File: config.mk
export PLATFORM = sky130hd
export DESIGN_NAME = vec_operand_mem
export DESIGN_NICKNAME = d
export VERILOG_FILES = /design/src/rtl/vec_operand_mem.sv
export SDC_FILE = /design/constraint.sdc
export NUM_CORES = 1
export LEC_CHECK = 0
export ABC_CLOCK_PERIOD_IN_PS = 13550
export BUFFER_PORTS_ARGS = -buffer_cell sky130_fd_sc_hd__buf_2
export CORE_MARGIN = 1
export CORE_UTILIZATION = 50
export CTS_CLUSTER_SIZE = 8
export DETAILED_ROUTE_END_ITERATION = 6
export GPL_ROUTABILITY_DRIVEN = 1
export PLACE_DENSITY = 0.81
export SLEW_MARGIN = 20
export SYNTH_ARGS = -nofsm -noshare
export SYNTH_HDL_FRONTEND = slang
export SYNTH_SLANG_ARGS = --single-unit
File: constraint.sdc
create_clock -name clk -period 13.55 [get_ports clk]
set_input_delay 1.355 -clock clk [delete_from_list [all_inputs] [get_ports clk]]
set_output_delay 1.355 -clock clk [all_outputs]
set_load 0.01 [all_outputs]
File: src/rtl/vec_operand_mem.sv
`timescale 1ns/1ps
`default_nettype none
// ============================================================================
// Module   : vec_operand_mem
// Purpose  : Per-port vector FIFOs, handshaked config register and a
//            valid/ready bundle issue path feeding the s_tile vector FU.
// Revision : 1.0 - initial release
// ============================================================================
module vec_operand_mem #(
  parameter int WIDTH      = 16,
  parameter int NUM_INPUTS = 4,
  parameter int NUM_PORTS  = 2,
  parameter int DEPTH      = 2
) (
  input  logic                                clk,
  input  logic                                reset,
  input  logic                                on_off,
  input  logic [NUM_PORTS-1:0]                write_en,
  output logic [NUM_PORTS-1:0]                write_rdy,
  output logic [NUM_PORTS-1:0]                write_ack,
  input  logic [NUM_PORTS*NUM_INPUTS*WIDTH-1:0] w_data_in,
  input  logic                                cfg_write_en,
  output logic                                cfg_write_rdy,
  output logic                                cfg_write_ack,
  input  logic [WIDTH-1:0]                    cfg_data_in,
  output logic [WIDTH-1:0]                    config_in,
  output logic [NUM_PORTS*NUM_INPUTS*WIDTH-1:0] adder_inputs,
  output logic                                r_data_vld,
  input  logic                                r_data_rdy,
  output logic                                on_off_vector_fu
);

  localparam int c_vec_w = NUM_INPUTS * WIDTH;
  localparam int c_ptr_w = $clog2(DEPTH);
  localparam int c_cnt_w = $clog2(DEPTH + 1);

  typedef enum logic [1:0] {
    IDLE  = 2'd0,
    LOAD  = 2'd1,
    VALID = 2'd2
  } state_t;

  state_t r_state;
  state_t w_state_nxt;

  logic [NUM_PORTS-1:0]              w_nonempty;
  logic [NUM_PORTS-1:0][c_vec_w-1:0] w_head;
  logic                              w_all_ready;
  logic                              w_pop;
  logic                              w_cfg_accept;
  logic                              r_cfg_valid;

  assign w_all_ready   = &w_nonempty;
  // A handshake pops every port together, so heads stay aligned across ports.
  assign w_pop         = (r_state == VALID) && r_data_rdy;
  assign r_data_vld    = (r_state == VALID);
  assign cfg_write_rdy = !on_off || (r_state == IDLE);
  assign w_cfg_accept  = cfg_write_en && cfg_write_rdy && !cfg_write_ack;

  genvar p;
  generate
    for (p = 0; p < NUM_PORTS; p++) begin : g_port
      logic [c_vec_w-1:0] r_mem [DEPTH];
      logic [c_ptr_w-1:0] r_wr_ptr;
      logic [c_ptr_w-1:0] r_rd_ptr;
      logic [c_cnt_w-1:0] r_count;
      logic               r_ack;
      logic               w_push;

      assign write_rdy[p]  = (r_count < c_cnt_w'(DEPTH));
      // Blocking on the pending ack stops a producer holding en from double-writing.
      assign w_push        = write_en[p] && write_rdy[p] && !r_ack;
      assign write_ack[p]  = r_ack;
      assign w_nonempty[p] = (r_count != '0);
      assign w_head[p]     = r_mem[r_rd_ptr];

      always_ff @(posedge clk) begin
        if (w_push) begin
          r_mem[r_wr_ptr] <= w_data_in[p*c_vec_w +: c_vec_w];
        end
      end

      always_ff @(posedge clk or posedge reset) begin
        if (reset) begin
          r_wr_ptr <= '0;
          r_rd_ptr <= '0;
          r_count  <= '0;
          r_ack    <= 1'b0;
        end else begin
          r_ack <= w_push;
          if (w_push) r_wr_ptr <= r_wr_ptr + c_ptr_w'(1);
          if (w_pop)  r_rd_ptr <= r_rd_ptr + c_ptr_w'(1);
          if (w_push && !w_pop) begin
            r_count <= r_count + c_cnt_w'(1);
          end else if (!w_push && w_pop) begin
            r_count <= r_count - c_cnt_w'(1);
          end
        end
      end
    end
  endgenerate

  always_comb begin
    w_state_nxt = r_state;
    case (r_state)
      IDLE:    if (on_off && r_cfg_valid && w_all_ready) w_state_nxt = LOAD;
      LOAD:    w_state_nxt = VALID;
      VALID:   if (r_data_rdy || !on_off) w_state_nxt = IDLE;
      default: w_state_nxt = IDLE;
    endcase
  end

  always_ff @(posedge clk or posedge reset) begin
    if (reset) begin
      r_state <= IDLE;
    end else begin
      r_state <= w_state_nxt;
    end
  end

  always_ff @(posedge clk or posedge reset) begin
    if (reset) begin
      adder_inputs <= '0;
    end else if (r_state == LOAD) begin
      adder_inputs <= w_head;
    end
  end

  always_ff @(posedge clk or posedge reset) begin
    if (reset) begin
      config_in        <= '0;
      r_cfg_valid      <= 1'b0;
      cfg_write_ack    <= 1'b0;
      on_off_vector_fu <= 1'b0;
    end else begin
      cfg_write_ack    <= w_cfg_accept;
      on_off_vector_fu <= on_off && r_cfg_valid && config_in[0];
      if (w_cfg_accept) begin
        config_in   <= cfg_data_in;
        r_cfg_valid <= 1'b1;
      end
    end
  end

endmodule
`default_nettype wire

**Yosys cells after proc, flatten, opt, wreduce, memory -nomap -nowiden**

Memory sizes are Yosys's and may differ from the RTL's. A register that Yosys moved wholly into a read port is not among the register bits.
Index checks and enable logic that the tools add are counted.

- RAM bits: 256
- Logic and storage cells: 70
- Register bits: 31
- Memories kept: 2

Memories:

| name | words | width | read ports | clocked after memory_dff | write ports | RTL line | source |
|---|---|---|---|---|---|---|---|
| g_port[0].r_mem | 2 | 64 | 1 | 1 | 1 | 63 | `logic [c_vec_w-1:0] r_mem [DEPTH];` |
| g_port[1].r_mem | 2 | 64 | 1 | 1 | 1 | 63 |  |

- Add/sub/neg operators: 8
- Muxes and demuxes: 11
- Equal/unequal tests: 4
- $lt $le $gt $ge: 2
- Reduce and logical (&&, ||, !) cells: 30

Operators with widths:

| operator | number |
|---|---|
| $logic_and 1x1->1 | 14 |
| $mux 2 | 6 |
| $reduce_bool 2->1 | 4 |
| $logic_not 1->1 | 7 |
| $pmux 2 s3 | 1 |
| $add 1x1->1 const B | 4 |
| $add 2x1->2 const B | 2 |
| $lt 2x2->1 const B | 2 |
| $mux 1 | 4 |
| $ne 2x1->1 const B | 2 |
| $reduce_and 2->1 | 2 |
| $sub 2x1->2 const B | 2 |
| $eq 2x1->1 const B | 1 |
| $eq 2x2->1 const B | 1 |
| $logic_not 2->1 | 1 |
| $logic_or 1x1->1 | 2 |

**Longest topological paths before layout**

Gate-level depths: netlist of the first run.

- Depth after elaboration: 7
- Gate-level depth with buffers: 6
- Mapped depth without buffers: 6

**Worst setup path after synthesis of the first run**

Ideal clock, no wire load.

- Path kind: input -> register
- Start: in write_en[0]
- End: mem g_port[0].r_mem[0][0] (netlist bit) (enable)
- Path slack: 8401 ps
- Setup time: 494 ps
- Buffers on the path: 0
- Data arrival time: 4655 ps
- Cell stages on the path: 2
- Required time: 13056 ps
- Path through: nor3b_1 > nor2b_1

- Cells in the longest elaborated chain, start to end: 4

RTL lines:

| what | RTL line | source |
|---|---|---|
| start, declared | 18 | `input logic [NUM_PORTS-1:0] write_en,` |
| $logic_and 1x1->1 (2 in series) | 72 | `assign w_push = write_en[p] && write_rdy[p] && !r_ack;` |
| $mux 1 | 78 | `if (w_push) begin` |
| $mux 1 (implied by the code) | 79 | `r_mem[r_wr_ptr] <= w_data_in[p*c_vec_w +: c_vec_w];` |
| end, declared | 63 |  |

Every way passes these cells.

**Worst setup path in the final report of the first run**

- Start: in on_off
- End: out cfg_write_rdy

- Cells in the longest elaborated chain, start to end: 2

RTL lines:

| what | RTL line | source |
|---|---|---|
| start, declared | 17 | `input logic on_off,` |
| $logic_not 1->1 | 57 | `assign cfg_write_rdy = !on_off \|\| (r_state == IDLE);` |
| $logic_or 1x1->1 | 57 |  |
| end, declared | 23 | `output logic cfg_write_rdy,` |

Every way passes these cells.

==> results by group, run 1 <==
Die
  – Die footprint: 30300 sq um
  – Placeable core area: about 29000 sq um
  – IO Count: 303
  – Die H: 174 um
  – # rows: 62
  – Die X: around 170 um
  – Starting Density: 0.512

Cells and area
  – Fin cells: ~1700
  – Layout Utilization: 0.633
  – Final Instance Area: 18300 sq um
  – Fillers: 2085
  – Nets: roughly 1400
  – Layout area overhead: 23.7%
  – Multi-input gate area in the final layout: between 2000 and 3000 sq um
  – Register area: 11700 sq um
  – Share of post-route cells with drive strength above 1: 0.312

Power and ir drop
  – Worst vdd ir: 0.137 mV
  – Tot Pwr: 4.29 mW
  – Lkg Pwr: 7.88 nW
  – Power Dens Cells: 234 nW/um^2

Setup path
  – Slowest cell on crit path: buf_2
  – WP data required: 12.19 ns
  – Setup CP Type: in2out
  – Flop2flop setup slack: 11.17 ns
  – CP Launch Type: input port
  – CP endpoint kind: output port
  – CP dominant cell by count: buf_2
  – Critical path fanouts, max: 4
  – CP arrival: 1.75 ns
  – Critical-path cell list: buf_2 > o21ai_2 > buf_2
  – Slowest stage delay, CP: between 0.15 and 0.2 ns

CTS
  – CTS Hold Bufs: 0
  – CTS tree: done
  – H-Tree Depth: 2
  – Num CTS Buffers: 57
  – CTS root buffer: clkbuf_16
  – Post-CTS Resized: 0
  – Clock Path Buffers: 3
  – Clock Latency Late Sink: 0.55 ns
  – Clock sink count: 415
  – Clock slew at reported path FFs: 0.05 ns
  – Number of post-CTS setup repair buffers: 0

Placement
  – Placed insts: roughly 1500
  – GPL Wtd Cong: 0.765
  – Pre-CTS setup slack: about 10 ns
  – Placed Area: 16600 sq um
  – Post-DP HPWL: around 18 mm
  – IO buf count: roughly 300

Drt
  – Avg WL per Cell: around 18 um
  – # DRC: 0
  – First-pass DRT Iterations: 5
  – DRT antenna net count: 0
  – Routed Wire Length: 29.4 mm
  – Drt via density: 4.99
  – 1st-iter DRT viols: 467
  – Vias: 8304

STA
  – Final setup fails: 0
  – Worst-Margin Slew: 1.05 ns
  – FMAX: 322 MHz
  – Period utilisation layout: 0.229
  – Fin crit period: between 3 and 4 ns
  – Final hold slack: approximately 0.47 ns
  – Final worst slack: 10.45 ns
  – Relative slew slack: 0.303
  – Final Skew: 0.0101 ns
  – Fin Setup TNS: 0 ns
  – Max Slew Vio Count: 0
  – Final Hold Vio Count: 0
  – Unrepaired setup endpoints after global routing: no

Global routing
  – Global-route wire length before repair: 45.7 mm
  – Largest net degree at the start of global routing: 119
  – Initial antenna violation count: 14
  – Vias in the first global route: roughly 8600
  – Grt ovf: 0
  – Total track usage: 0.195

Hold path
  – HP Class: reg2reg

Yosys
  – Post-Syn Instances: 896
  – Synth top area share: 0.519
  – Synthesized flop and latch total: 415
  – Syn Nets: 1049
  – Biggest area consumer among synthesized cells: edfxtp_1
  – EDFF count, synth: 256
  – Post-synth top flop: edfxtp_1
  – Count leader, synth: edfxtp_1
  – Mapped Area: 14800 sq um
  – Synth cell count leaders: 256 x edfxtp_1, 159 x dfrtp_1, 131 x nand2_1, 128 x mux2i_1, 128 x o21ai_0
  – Dominant cells by area after synthesis: edfxtp_1 52%, dfrtp_1 27%, mux2i_1 8.7%, o21ai_0 4.3%, nand2_1 3.3%
  – Register area share after synthesis: 0.788
  – Warnings from Yosys: 0
  – Fraction of registers with async set/reset: 0.383
  – Syn Area/Cell: 16.5 sq um
  – Distinct cell type count after synthesis: 26

Run status
  – Status: completed

Run
  – Max-cap viol count: 0
==> final timing paths <==
check | depth (start not counted) | startpoint | endpoint
worst max-delay path | 3 | on_off | cfg_write_rdy
worst min-delay path | 2 | adder_inputs[51]$_DFFE_PP0N_ | adder_inputs[51]$_DFFE_PP0N_
worst max register to register | 3 | g_port[0].r_count[1]$_DFFE_PP0P_ | g_port[0].r_mem[0][15]$_DFFE_PP_
min in group asynchronous | 2 | reset | config_in[12]$_DFFE_PP0P_
worst min register to register | 2 | adder_inputs[51]$_DFFE_PP0N_ | adder_inputs[51]$_DFFE_PP0N_
max in group asynchronous | 3 | reset | adder_inputs[59]$_DFFE_PP0N_
==> kinds of logic (layout without fill, tap and decap cells) <==
| logic type | after synthesis | after routing | share of synthesized area |
|---|---|---|---|
| flip-flops | 415 | 415 | 0.788 |
| AND/OR/NAND/NOR | 146 | 146 | 0.0404 |
| multiplexers | 144 | 144 | 0.101 |
| AO/OA/AOI/OAI | 130 | 130 | 0.0443 |
| buffers and inverters | 49 | 419 | 0.0191 |
| XOR/XNOR | 10 | 10 | 0.00591 |
| adder cells (fa/ha/maj) | 2 | 2 | 0.00169 |
| other | 0 | 13 | 0 |
==> state kept, by name, indices dropped and copies added, names as in the netlist <==
signal and count:
adder_inputs 128, cfg_write_ack 1, config_in 16, g_port.r_ack 2, g_port.r_count 4, g_port.r_mem 256
g_port.r_rd_ptr 2, g_port.r_wr_ptr 2, on_off_vector_fu 1, r_cfg_valid 1, r_state 2
==> per-layer routing <==
metal	wire, um	global-route usage	part of all wire	vias up
li1	-	-	-	3922
met1	11400	0.227	0.39	4034
met2	14900	0.330	0.51	265
met3	1980	0.0564	0.067	77
met4	1150	0.100	0.039	6
met5	35	0	0.0012	-
==> placed cells by master, fill, tap and decap left out, drive strengths merged, types with 2 or more instances in the layout <==
cell type / instances
and2: 2
xnor2: 6
ha: 2
clkbuf: 105
nand2b: 2
inv: 5
xor2: 4
mux2: 16
dfrtp: 159
buf: 309
o21ai: 129
nor3b: 2
edfxtp: 256
nand2: 131
mux2i: 128
nor2: 2
nand3b: 2
nor2b: 3
diode: 13
==> power breakdown <==
part	switching [mW]	internal (mW)	total [mW]	leakage [nW]
logic	0.652	0.435	1.09	2.79
clock network	0.484	0.806	1.29	0.786
registers	0.179	1.74	1.92	4.30
==> critical path, delay by kind of cell <==
kind	cells	cell delay, ns
buffers and inverters	2	0.29
AOI/OAI and AO/OA	1	0.10
==> area by class of cell <==
| cell class | instances | share of cell area |
|---|---|---|
| tap | 384 | 0.0262 |
| clock buffer | 105 | 0.0900 |
| timing repair buffer | 309 | 0.0854 |
| antenna | 13 | 0.00178 |
| sequential | 415 | 0.637 |
| inverter | 4 | 0.00109 |
| clock inverter | 1 | 0.000478 |
| multi-input combinational | 432 | 0.158 |
(Power assumes the default switching activity.)
==> inputs of run 2 (changes only) <==
- ABC_AREA: default -> 1
- ABC_CLOCK_PERIOD_IN_PS: 13550 -> 2810
- PLACE_DENSITY: 0.81 -> 0.83
- clock period: 13.55 -> 2.81 ns (I/O delays scaled with it)
==> run 2 against run 1 <==
The flow now finishes with violations (DRC); first-iteration DRC count is 76% higher; synthesized area is 5.0% higher; total power grew to 5.1 times the previous value; flip-flop and latch count stayed put; clock power grew to 4.9 times the previous value; final area is 12% higher; sequential power grew to 4.9 times the previous value; largest cell class unchanged; largest power group unchanged; highest routed layer is now met4.
==> results by group, run 2 <==
Yosys
  – Mapped Area: 15500 sq um (was 14800 sq um)
  – Largest family of logic cells by synthesized area: simple AND/OR/NAND/NOR gates (was multiplexers)
  – Fraction of registers with async set/reset: 0.383 (unchanged)
  – Fraction of the mapped netlist area in adder cells: 0.00161 (was 0.00169)
  – Register area share after synthesis: 0.750 (was 0.788)
  – Post-synth top flop: edfxtp_1 (unchanged)
  – Post-Synth Simple-Gate Area: 0.114 (was 0.0404)
  – Synthesized flop and latch total: 415 (unchanged)
  – Synth cell count leaders: 427 x nand2_1, 256 x edfxtp_1, 159 x dfrtp_1, 150 x inv_1, 128 x o211ai_1 (was 256 x edfxtp_1, 159 x dfrtp_1, 131 x nand2_1, 128 x mux2i_1, 128 x o21ai_0)
  – Fraction of the mapped netlist area in compound gates: 0.0635 (was 0.0443)
  – Count leader, synth: nand2_1 (was edfxtp_1)
  – Biggest area consumer among synthesized cells: edfxtp_1 (unchanged)
  – Synth top area share: 0.494 (was 0.519)
  – XOR/XNOR share of the synthesized area: 0.00338 (was 0.00592)
  – Distinct cell type count after synthesis: 23 (was 26)
  – Post-Syn Instances: 1229 (was 896)
  – Syn Nets: 1382 (was 1049)
  – Syn Area/Cell: 12.6 sq um (was 16.5 sq um)
  – Mux cell area share after synthesis: 0 (was 0.101)
  – EDFF count, synth: 256 (unchanged)
  – Dominant cells by area after synthesis: edfxtp_1 49%, dfrtp_1 26%, nand2_1 10%, o211ai_1 6.2%, inv_1 3.6% (was edfxtp_1 52%, dfrtp_1 27%, mux2i_1 8.7%, o21ai_0 4.3%, nand2_1 3.3%)
  – Warnings from Yosys: 0 (unchanged)

Drt
  – First-pass DRT Iterations: 7 (was 5)
  – # DRC: 1 (was 0)
  – Vias: 11084 (was 8304)
  – Drt via density: 5.17 (was 4.99)
  – Routed Wire Length: 38.8 mm (was 29.4 mm)
  – 1st-iter DRT viols: 820 (was 467)
  – Avg WL per Cell: 18.1 um (was 17.7 um)
  – DRT antenna net count: 0 (unchanged)

CTS
  – H-Tree Depth: 2 (unchanged)
  – Clock Path Buffers: 3 (unchanged)
  – Num CTS Buffers: 57 (unchanged)
  – CTS tree: done (unchanged)
  – Post-CTS Resized: 0 (unchanged)
  – Clock sink count: 415 (unchanged)
  – Clock Latency Late Sink: 0.56 ns (was 0.55 ns)
  – Clock slew at reported path FFs: 0.06 ns (was 0.05 ns)
  – Number of post-CTS setup repair buffers: 0 (unchanged)
  – CTS root buffer: clkbuf_16 (unchanged)

Power and ir drop
  – Flop pwr share: 0.426 (was 0.446)
  – Switching power: 7.51 mW (was 1.32 mW)
  – Switching Fraction: 0.343 (was 0.306)
  – Int Power: 14.4 mW (was 2.98 mW)
  – Worst vdd ir: 0.724 mV (was 0.137 mV)
  – Tot Pwr: 21.9 mW (was 4.29 mW)
  – Clk network pwr share: 0.290 (was 0.301)
  – Power Dens Cells: 1070 nW/um^2 (was 234 nW/um^2)
  – Combinational cell fraction of total power: 0.284 (was 0.253)
  – Lkg Pwr: 9.43 nW (was 7.88 nW)

Global routing
  – Global-route wire length before repair: 58.9 mm (was 45.7 mm)
  – Initial antenna violation count: 6 (was 14)
  – Grt ovf: 0 (unchanged)
  – Largest net degree at the start of global routing: 129 (was 119)
  – Vias in the first global route: 11304 (was 8588)
  – Total track usage: 0.243 (was 0.195)

Placement
  – Pre-CTS setup slack: 0.909 ns (was 10.15 ns)
  – IO buf count: 302 (unchanged)
  – GPL Wtd Cong: 0.788 (was 0.765)
  – Post-DP HPWL: 20.7 mm (was 18.1 mm)

Cells and area
  – Layout area overhead: 31.6% (was 23.7%)
  – Top Registers: g_port.r_mem (256), adder_inputs (128), config_in (16) (unchanged)
  – Most frequent cells in the layout: 427 x nand2_1, 302 x buf_2, 256 x edfxtp_1 (was 302 x buf_2, 256 x edfxtp_1, 157 x dfrtp_1)
  – Register area: 11700 sq um (about the same)
  – Multi-input gate area in the final layout: 2870 sq um (was 2890 sq um)
  – Share of post-route cells with drive strength above 1: 0.225 (was 0.312)
  – Max FFs per register: 256 (unchanged)
  – Reg with most FFs: g_port.r_mem (unchanged)
  – Nets: 1845 (was 1372)
  – Fillers: 2046 (was 2085)
  – Most common cell after layout, fill and taps aside: nand2_1 (was buf_2)
  – Layout Utilization: 0.669 (was 0.633)

STA
  – Relative slew slack: 0.552 (was 0.303)
  – Fin Setup TNS: 0 ns (unchanged)
  – Final setup fails: 0 (unchanged)
  – Worst-Margin Slew: 0.672 ns (was 1.05 ns)
  – Final worst slack: 0.830 ns (was 10.45 ns)
  – Period utilisation layout: 0.705
  – Fin crit period: 1.98 ns
  – FMAX: about 500 MHz
  – Final hold slack: 0.208 ns (was 0.470 ns)
  – Unrepaired setup endpoints after global routing: no (unchanged)
  – Final Hold Vio Count: 0 (unchanged)
  – Final Skew: 0.0209 ns (was 0.0101 ns)
  – Max Slew Vio Count: 0 (unchanged)

Die
  – Die H: 178 um (was 174 um)
  – # rows: 64 (was 62)
  – IO Count: 303 (unchanged)
  – Placeable core area: 30600 sq um (was 28900 sq um)
  – Starting Density: 0.508 (was 0.512)
  – Die footprint: 31800 sq um (was 30300 sq um)
  – Die X: 178 um (was 174 um)

Run status
  – Status: finished with violations (was completed)
  – Failing checks: DRC

Setup path
  – Setup CP Type: reg2out (was in2out)
  – CP arrival: 1.70 ns (was 1.75 ns)
  – WP data required: 2.53 ns (was 12.19 ns)
  – Critical path fanouts, max: 18 (was 4)
  – CP endpoint kind: output port (unchanged)
  – CP Launch Type: flop (was input port)

Run
  – Max-cap viol count: 0 (unchanged)

Hold path
  – HP Class: in2reg (was reg2reg)
## run 2: layout make-up
| class | instances | share of cell area |
|---|---|---|
| sequential | 415 | 0.570 |
| timing repair buffer | 465 | 0.155 |
| multi-input combinational | 601 | 0.140 |
| clock buffer | 107 | 0.0810 |
| inverter | 152 | 0.0284 |
| tap | 396 | 0.0242 |
| antenna | 6 | 0.000734 |
| clock inverter | 1 | 0.000428 |
## run 2: per-stage QoR
stage	instances	instance area [sq um]
2_1_floorplan	1229	15500
3_3_place_gp	1882	17300
3_5_place_dp	1882	17300
4_1_cts	2137	20400
5_1_grt	2143	20500
6_report	2143	20500
## run 2: routing by layer
| metal | vias up | GRT usage | routed length [um] |
|---|---|---|---|
| li1 | 5052 | - | - |
| met4 | 0 | 0.108 | 1480 |
| met1 | 5383 | 0.293 | 14800 |
| met3 | 126 | 0.0569 | 3010 |
| met2 | 523 | 0.416 | 19500 |
| met5 | - | 0 | 0 |
## run 2: critical path: stages (launching register included)
cell and delay (ns):
dfrtp_1 0.45, o21ai_4 0.46, buf_2 0.23
## run 2: cell families after synthesis
kind of cell,Yosys count
compound gates,131
xor+xnor,6
fa+ha+maj,2
buf+inv,213
flops,415
simple gates,462
## run 2: worst paths after layout
check / start / endpoint / slack [ns] / depth (start not counted)
max: r_state[0]$_DFFE_PP0P_ / cfg_write_rdy / 0.83 / 2
min: write_en[1] / g_port[1].r_wr_ptr$_DFFE_PP0N_ / 0.21 / 3
max reg2reg: g_port[0].r_count[1]$_DFFE_PP0P_ / g_port[0].r_mem[1][41]$_DFFE_PP_ / 0.92 / 4
min reg2reg: config_in[1]$_DFFE_PP0P_ / config_in[1]$_DFFE_PP0P_ / 0.47 / 2
max in group asynchronous: reset / adder_inputs[117]$_DFFE_PP0N_ / 1.51 / 4
min in group asynchronous: reset / adder_inputs[81]$_DFFE_PP0N_ / 0.32 / 3
## run 2: what timing repair did
item | in CTS | in global routing
hold endpoints to repair | 292 | 0
endpoints found under the setup margin | 0 | 0
hold buffers | 147 | 0
## run 2: power groups by stage
stage	Combinational, mW	Sequential [mW]	Clock [mW]
after global routing	6.92	9.49	6.74
final	6.23	9.33	6.37
after CTS	6.14	9.27	6.40
after floorplan	3.45	9.74	0
after detailed placement	5.93	9.33	0
after global placement	5.68	9.27	0
